`config.mk`:
```
export PLATFORM = sky130hd
export DESIGN_NAME = mult_seq_param
export DESIGN_NICKNAME = d
export VERILOG_FILES = /design/src/rtl/mult_pkg.sv /design/src/rtl/mult_pp_slice.sv /design/src/rtl/mult_seq_param.sv
export SDC_FILE = /design/constraint.sdc
export NUM_CORES = 1
export LEC_CHECK = 0
export ABC_AREA = 1
export CORE_MARGIN = 5
export CORE_UTILIZATION = 45
export DETAILED_ROUTE_END_ITERATION = 12
export PLACE_DENSITY = 0.67
export SLEW_MARGIN = 0
export SYNTH_ARGS = -nofsm -noshare
export SYNTH_HDL_FRONTEND = slang
export SYNTH_HIERARCHICAL = 1
export SYNTH_SLANG_ARGS = --single-unit
```
`constraint.sdc`:
```
create_clock -name clk -period 10.7 [get_ports clk]
set_input_delay 2.14 -clock clk [delete_from_list [all_inputs] [get_ports clk]]
set_output_delay 2.14 -clock clk [all_outputs]
set_load 0.05 [all_outputs]
```
`src/rtl/mult_pkg.sv`:
```
// rtl/mult_pkg.sv - shared FSM state type and sizing helpers for the sequential multiplier
package mult_pkg;

    typedef enum logic [1:0] {
        IDLE,
        CALC,
        FIX,
        DONE
    } state_t;

    function automatic int chunks(input int width, input int chunk);
        return width / chunk;
    endfunction

    // Index registers never collapse to zero width, even for a single chunk.
    function automatic int idx_w(input int n);
        return (n > 1) ? $clog2(n) : 1;
    endfunction

endpackage

```
`src/rtl/mult_pp_slice.sv`:
```
// rtl/mult_pp_slice.sv - selects one a/b chunk pair, multiplies it and aligns it in product space
module mult_pp_slice
    import mult_pkg::*;
#(
    parameter int A_W     = 32,
    parameter int B_W     = 32,
    parameter int A_CHUNK = 8,
    parameter int B_CHUNK = 16,
    localparam int NA     = chunks(A_W, A_CHUNK),
    localparam int NB     = chunks(B_W, B_CHUNK),
    localparam int IW     = idx_w(NA),
    localparam int JW     = idx_w(NB),
    localparam int P_W    = A_W + B_W
) (
    input  logic [A_W-1:0] a_mag,
    input  logic [B_W-1:0] b_mag,
    input  logic [IW-1:0]  i_idx,
    input  logic [JW-1:0]  j_idx,
    output logic [P_W-1:0] pp
);

    localparam int PP_W = A_CHUNK + B_CHUNK;

    logic [A_CHUNK-1:0] a_sl;
    logic [B_CHUNK-1:0] b_sl;
    logic [PP_W-1:0]    prod;

    always_comb begin
        a_sl = '0;
        for (int k = 0; k < NA; k++) begin
            if (i_idx == IW'(k)) a_sl = a_mag[k*A_CHUNK +: A_CHUNK];
        end
    end

    always_comb begin
        b_sl = '0;
        for (int k = 0; k < NB; k++) begin
            if (j_idx == JW'(k)) b_sl = b_mag[k*B_CHUNK +: B_CHUNK];
        end
    end

    // Operands widened to the partial-product width so the multiply never truncates.
    assign prod = {{B_CHUNK{1'b0}}, a_sl} * {{A_CHUNK{1'b0}}, b_sl};
    assign pp   = P_W'(prod) << (i_idx * A_CHUNK + j_idx * B_CHUNK);

endmodule

```
`src/rtl/mult_seq_param.sv`:
```
// rtl/mult_seq_param.sv - sequential signed/unsigned multiplier, one chunk product per cycle
module mult_seq_param
    import mult_pkg::*;
#(
    parameter int A_W     = 32,
    parameter int B_W     = 32,
    parameter int A_CHUNK = 8,
    parameter int B_CHUNK = 16
) (
    input  logic               clk,
    input  logic               reset,
    input  logic               start,
    output logic               in_ready,
    input  logic [A_W-1:0]     a,
    input  logic [B_W-1:0]     b,
    input  logic               is_signed,
    output logic               busy,
    output logic               out_valid,
    input  logic               out_ready,
    output logic [A_W+B_W-1:0] product
);

    localparam int NA  = chunks(A_W, A_CHUNK);
    localparam int NB  = chunks(B_W, B_CHUNK);
    localparam int N   = NA * NB;
    localparam int IW  = idx_w(NA);
    localparam int JW  = idx_w(NB);
    localparam int CW  = idx_w(N);
    localparam int P_W = A_W + B_W;

    if (A_W % A_CHUNK != 0) begin : g_bad_a_chunk
        $error("mult_seq_param: A_W must be a multiple of A_CHUNK");
    end
    if (B_W % B_CHUNK != 0) begin : g_bad_b_chunk
        $error("mult_seq_param: B_W must be a multiple of B_CHUNK");
    end

    state_t         state_q, state_d;
    logic [CW-1:0]  cnt_q;
    logic [IW-1:0]  i_q;
    logic [JW-1:0]  j_q;
    logic [A_W-1:0] a_mag_q;
    logic [B_W-1:0] b_mag_q;
    logic           neg_q;
    logic [P_W-1:0] acc_q;
    logic [P_W-1:0] product_q;
    logic           out_valid_q;
    logic [P_W-1:0] pp;
    logic           accept;

    mult_pp_slice #(
        .A_W     (A_W),
        .B_W     (B_W),
        .A_CHUNK (A_CHUNK),
        .B_CHUNK (B_CHUNK)
    ) u_pp_slice (
        .a_mag (a_mag_q),
        .b_mag (b_mag_q),
        .i_idx (i_q),
        .j_idx (j_q),
        .pp    (pp)
    );

    always_comb begin
        state_d  = state_q;
        in_ready = 1'b0;
        accept   = 1'b0;
        case (state_q)
            IDLE: begin
                in_ready = 1'b1;
                accept   = start;
                if (start) state_d = CALC;
            end
            CALC: if (cnt_q == CW'(N - 1)) state_d = FIX;
            FIX:  state_d = DONE;
            DONE: if (out_ready) state_d = IDLE;
            default: state_d = IDLE;
        endcase
    end

    assign busy      = (state_q != IDLE);
    assign out_valid = out_valid_q;
    assign product   = product_q;

    always_ff @(posedge clk) begin
        if (reset) begin
            state_q <= IDLE;
        end else begin
            state_q <= state_d;
        end
    end

    always_ff @(posedge clk) begin
        if (reset) begin
            cnt_q       <= '0;
            i_q         <= '0;
            j_q         <= '0;
            a_mag_q     <= '0;
            b_mag_q     <= '0;
            neg_q       <= 1'b0;
            acc_q       <= '0;
            product_q   <= '0;
            out_valid_q <= 1'b0;
        end else begin
            case (state_q)
                IDLE: begin
                    if (accept) begin
                        // Work on magnitudes; the sign is reapplied once in FIX.
                        a_mag_q <= (is_signed && a[A_W-1]) ? -a : a;
                        b_mag_q <= (is_signed && b[B_W-1]) ? -b : b;
                        neg_q   <= is_signed & (a[A_W-1] ^ b[B_W-1]);
                        acc_q   <= '0;
                        cnt_q   <= '0;
                        i_q     <= '0;
                        j_q     <= '0;
                    end
                end
                CALC: begin
                    acc_q <= acc_q + pp;
                    cnt_q <= cnt_q + CW'(1);
                    if (i_q == IW'(NA - 1)) begin
                        i_q <= '0;
                        j_q <= j_q + JW'(1);
                    end else begin
                        i_q <= i_q + IW'(1);
                    end
                end
                FIX: begin
                    product_q   <= neg_q ? -acc_q : acc_q;
                    out_valid_q <= 1'b1;
                end
                DONE: begin
                    if (out_ready) out_valid_q <= 1'b0;
                end
                default: ;
            endcase
        end
    end

endmodule

```
==> results of run 1 <==
-- cells by family (layout without fill, tap and decap cells) --
group / Yosys count / count (layout) / synth area share [%]
compound gates: 480 / 480 / 11.9
xor+xnor: 74 / 74 / 2.92
fa+ha+maj: 203 / 203 / 14.3
buf+inv: 798 / 886 / 13.8
flops: 202 / 202 / 18.2
mux: 6 / 6 / 0.271
simple gates: 2092 / 2092 / 38.6
-- through the flow --
step	setup WS (ns)	util (%)	hold slack, ns	cell area, um2
after global placement	2.99	49.2	0.452	24000
after global routing	2.25	51.1	0.485	25000
after floorplan	4.43	-	0.429	22200
after detailed placement	2.93	49.2	0.457	24000
after CTS	2.90	51.1	0.464	25000
final	2.73	51.1	0.462	25000
-- critical path, delay by kind of cell (launching register included) --
kind / cells / cell delay, ns
flops: 1 / 0.31
buf+inv: 5 / 0.95
simple gates: 22 / 3.33
fa+ha+maj: 6 / 2.84
compound gates: 2 / 0.33
-- sequential cells by signal, indices dropped and copies added (netlist names) --
name / count
state_q: 2
a_mag_q: 32
b_mag_q: 32
acc_q: 64
neg_q: 1
j_q: 1
cnt_q: 3
out_valid: 1
i_q: 2
product: 64
-- cell type report --
cell class / instances / area, um2 / area share [%]
Clock buffer: 30 / 674 / 2.70
Clock inverter: 16 / 258 / 1.03
Inverter: 693 / 2600 / 10.4
Multi-Input combinational cell: 2855 / 15100 / 60.5
Sequential cell: 202 / 4050 / 16.2
Tap cell: 664 / 831 / 3.33
Timing Repair Buffer: 147 / 1440 / 5.77
-- worst paths after layout --
check,start,end,slack (ns),depth (start not counted)
hold reg to reg,cnt_q[0],cnt_q[0],0.46,1
hold / removal,cnt_q[0],cnt_q[0],0.46,1
setup / recovery,i_q[0],acc_q[56],2.73,35
setup reg to reg,i_q[0],acc_q[56],2.73,35
-- cell usage after synthesis (all sizes together) --
| cell | instances |
|---|---|
| nor2 | 567 |
| buf | 36 |
| o22ai | 24 |
| nand3 | 231 |
| nand2 | 1170 |
| nand3b | 8 |
| dfxtp | 202 |
| xor2 | 58 |
| o221ai | 19 |
| clkinv | 2 |
| clkbuf | 68 |
| nand4 | 40 |
| and2 | 6 |
| ha | 118 |
| inv | 691 |
| o21bai | 5 |
| xnor2 | 16 |
| mux2i | 6 |
| nor4 | 6 |
| fa | 85 |
| a211oi | 2 |
| a22oi | 1 |
| a31oi | 5 |
| dlygate4sd1 | 1 |
| a21oi | 224 |
| nor3 | 40 |
| o21a | 2 |
| or2 | 24 |
| o211ai | 16 |
| o31ai | 5 |
| o21ai | 177 |
-- power by group through the flow --
stage / Combinational, mW / Clock (mW) / Sequential [mW]
floorplan: 4.00 / 0 / 1.36
global route: 6.79 / 1.02 / 1.17
finish: 6.12 / 0.979 / 1.15
detailed placement: 5.98 / 0 / 1.16
CTS: 6.02 / 0.993 / 1.15
global placement: 5.95 / 0 / 1.16
-- layer usage --
layer | up-vias | wire length (um) | global-route usage, %
met3 | 157 | 5890 | 4.23
met4 | 0 | 3710 | 11.0
met5 | - | 0 | 0
li1 | 12100 | - | -
met2 | 865 | 36900 | 48.2
met1 | 10900 | 34200 | 38.4
==> results.cfg, run 1 <==
[outcome]
run_status = finished clean

[drt]
drt_wl_total_um = 80700
drt.antenna.violating_nets = 0
wl_per_cell_um = 17.5
vias = 24000
vias_per_cell = 5.22
post-route-drc-count = 0
drt_iter0_drc = 2228
firstDrtPassIters = 5

[pwr]
p_switching_mw = 4.85
power-per-cell-area_nw_per_um2 = 330
internal_power_mw = 3.39
p_sw_share_pct = 58.9
pwr-share-comb_pct = 74.2
peakVddDrop_mv = 0.252
p_total_mw = 8.25
p_leak_nw = 13.3
p_clk_share_pct = 11.9
seqPwrFrac_pct = 13.9

[logic_synthesis]
syn-num-nets = 4127
synth_seq_cells = 202
ys_top_cells_by_area = nand2_1 (20%), dfxtp_1 (18%), inv_1 (12%)
ys_seq_area_share_pct = 18.2
ys_types = 50
avgSynthCellArea_um2 = 5.76
synthesis.area_um2 = 22200
ys_warn_count = 6
synthCells = 3855
synth_top_area_share_pct = 19.6
synth_top_cell_by_area = nand2_1

[timing]
post-route-period-util_pct = 74.5
drv_slew = 0
setup_tns_ns = 0
min_period_ns = 7.97
fin_worst_skew_ns = 0.0270
clock.fmax_ghz = 0.125
rsz0062_at_grt = no
relSlewSlack_pct = 33.8
worst_pin_slew_ns = 0.992
hold_viol_final = 0
setup_viol = 0

[layout]
fill_cells = 5290
final_cells = 4607
drive_gt1_share_pct = 3.25
final_common_cell = nand2_1
antennaDiodeCount = 0
layout_common_cells = nand2_1 (1,158), inv_1 (683), nor2_1 (556)
final_nets = 4196
area_growth_pct = 12.4

[setup_path]
startpoint_type = flop
worstPathMaxFanout = 29
worstSetupEndpointType = flop
cpPeakStageDelay_ns = 0.55
worst_ep_arrival_time_ns = 8.36
worst_path_max_delay_cell = fa_1
critPathKind = flop to flop
required_ns = 11.09

[clock_network]
clkLatencyLatePin_ns = 0.57
clkTransAtPathRegs_ns = 0.06
post_cts_buffers = 0
clock_path_buffers = 3
htree_levels = 1
cts_resized = 0
numClockSinks = 202
cts.hold.buffers_added = 0
cts_tree = built
cts-buffers-inserted = 25
cts_root_buf = clkbuf_16

[placement]
dp_hpwl_um = 65200
placed_cells_incl_taps = 4561
io_buffers = 135
gp_congestion = 1.01

[floorplanning]
row_count = 81
io_pins = 136
die_x_um = 232
die-height_um = 232
initial_utilization_pct = 45.4
core_area_um2 = 48800
die_area_um2 = 53900

[job]
cap_viol_max_count = 0

[global_route]
grt_overflow = 0
grt_max_degree = 93
globalRouteTotalUtil_pct = 29.1
grt_pass1_vias = 21900
grt_pass1_wl_um = 124000
antenna_found_initial = 0

[min_path]
hp-class = flop to flop
Power figures use the tool's default switching activity.
==> run 2, diff against run 1 <==
- clock period: 10.7 -> 8.2 ns (I/O delays scaled with it)
==> run 2 against run 1 <==
- maximum frequency rose by 5.4%
- sequential power rose by 31%
- first-iteration DRC count rose by 2.1%
- design area barely moved
- setup slack got worse by 2.1 ns
- clock-buffer cell count rose by 3
- via count fell by 0.11%
- critical path type unchanged
- utilization barely moved
- sequential share of layout area barely moved
==> results.cfg, run 2 (synthesis gave the netlist of run 1 again) <==
[outcome]
run_status = finished clean

[timing]
clock.fmax_ghz = 0.132
min_period_ns = 7.57
hold_viol_final = 0
setup_tns_ns = 0
rsz0062_at_grt = no
drv_slew = 0
worst_hold_slack_ns = 0.466
fin_worst_skew_ns = 0.0155
worst_pin_slew_ns = 1.11
setup_viol = 0
post-route-period-util_pct = 92.3
fin_ws_ns = 0.632
relSlewSlack_pct = 25.3

[pwr]
peakVddDrop_mv = 0.364
p_leak_nw = 13.3
p_total_mw = 10.7
power-per-cell-area_nw_per_um2 = 430

[clock_network]
clkTransAtPathRegs_ns = 0.06
htree_levels = 1
clkLatencyLatePin_ns = 0.57
cts_resized = 0
cts_tree = built
cts-buffers-inserted = 26
cts_root_buf = clkbuf_16
clock_path_buffers = 3
post_cts_buffers = 0
cts.hold.buffers_added = 0
numClockSinks = 202

[layout]
final_common_cell = nand2_1
antennaDiodeCount = 0
area_growth_pct = 12.5
drive_gt1_share_pct = 3.42
final_nets = 4206
fill_cells = 5222
final_cells = 4615
layout_common_cells = nand2_1 (1,158), inv_1 (683), nor2_1 (556)

[setup_path]
crit_top_cell = nand2_1
worstSetupEndpointType = flop
cpPeakStageDelay_ns = 0.60
critPathKind = flop to flop
r2r-start = i_q[0]
worst_ep_arrival_time_ns = 7.96
rr_endpoint = acc_q[56]
worst_path_max_delay_cell = fa_1
required_ns = 8.59
ff2ff_path_depth = 35
startpoint_type = flop
ff2ff_setup_slack_ns = 0.63
worstPathMaxFanout = 13

[placement]
io_buffers = 135
place_ws_ns = 0.795
gp_congestion = 1.03
placed_cells_incl_taps = 4570
dp_hpwl_um = 64000

[drt]
vias = 24000
drt_iter0_drc = 2275
post-route-drc-count = 0
drt_wl_total_um = 79100
firstDrtPassIters = 8
vias_per_cell = 5.20
wl_per_cell_um = 17.1
drt.antenna.violating_nets = 0

[global_route]
grt_max_degree = 86
grt_pass1_vias = 22100
grt_overflow = 0
globalRouteTotalUtil_pct = 28.6
antenna_found_initial = 2
grt_pass1_wl_um = 123000

[min_path]
holdPathStages = 1
hp-start = cnt_q[0]
hp-class = flop to flop
hold_end = cnt_q[0]

[job]
cap_viol_max_count = 0

[floorplanning]
die-height_um = 232
die_x_um = 232
initial_utilization_pct = 45.4
core_area_um2 = 48800
io_pins = 136
die_area_um2 = 53900
row_count = 81
-- run 2: changes by cell type in the layout (fill, tap and decap cells not counted), sizes merged --
cell	previous run	this run
clkinvlp	2	1
bufinv	6	3
buf	13	22
clkbuf	30	33
inv	695	692
clkinv	6	9
-- run 2: metrics by stage --
stage | cell area, um2 | util, %
2_1_floorplan | 22200 | -
3_3_place_gp | 24100 | 49.3
3_5_place_dp | 24100 | 49.3
4_1_cts | 25000 | 51.1
5_1_grt | 25000 | 51.1
6_report | 25000 | 51.1
-- run 2: critical path: cells and delay by family (launching register included) --
kind / cells / cell delay [ns]
and+or+nand+nor: 20 / 2.95
AOI/OAI and AO/OA: 3 / 0.41
DFF: 1 / 0.41
buffers and inverters: 6 / 0.70
adders and majority gates: 6 / 2.92
-- run 2: layout make-up --
cell class | instances | area (um2) | area share (%)
repair buffers | 156 | 1510 | 6.03
well taps | 664 | 831 | 3.33
flip-flops and latches | 202 | 4050 | 16.2
clock buffers | 33 | 717 | 2.87
clock inverters | 12 | 170 | 0.681
multi-input cells | 2855 | 15100 | 60.5
inverters | 693 | 2600 | 10.4
-- run 2: worst max-delay path by stage --
stage | start | endpoint | slack (ns) | depth (start not counted)
2_1_floorplan | j_q | acc_q[56] | 1.93 | 36
3_3_place_gp | j_q | acc_q[56] | 0.81 | 35
3_5_place_dp | i_q[0] | acc_q[40] | 0.80 | 35
4_1_cts | i_q[0] | acc_q[56] | 0.77 | 36
5_1_grt | i_q[0] | acc_q[56] | 0.002 | 35
6_report | i_q[0] | acc_q[56] | 0.63 | 35
-- run 2: report_power, final --
group          switching [mW]  internal, mW
clock network           0.489         0.714
logic                    5.60          2.43
registers               0.274          1.24
total                    6.37          4.38
-- run 2: per-layer routing --
| layer | GRT usage [%] | up-vias | wire, um |
|---|---|---|---|
| met5 | 0 | - | 7 |
| met4 | 13.3 | 2 | 4420 |
| met3 | 4.50 | 205 | 6030 |
| met2 | 47.2 | 874 | 36000 |
| met1 | 36.9 | 10800 | 32700 |
| li1 | - | 12100 | - |
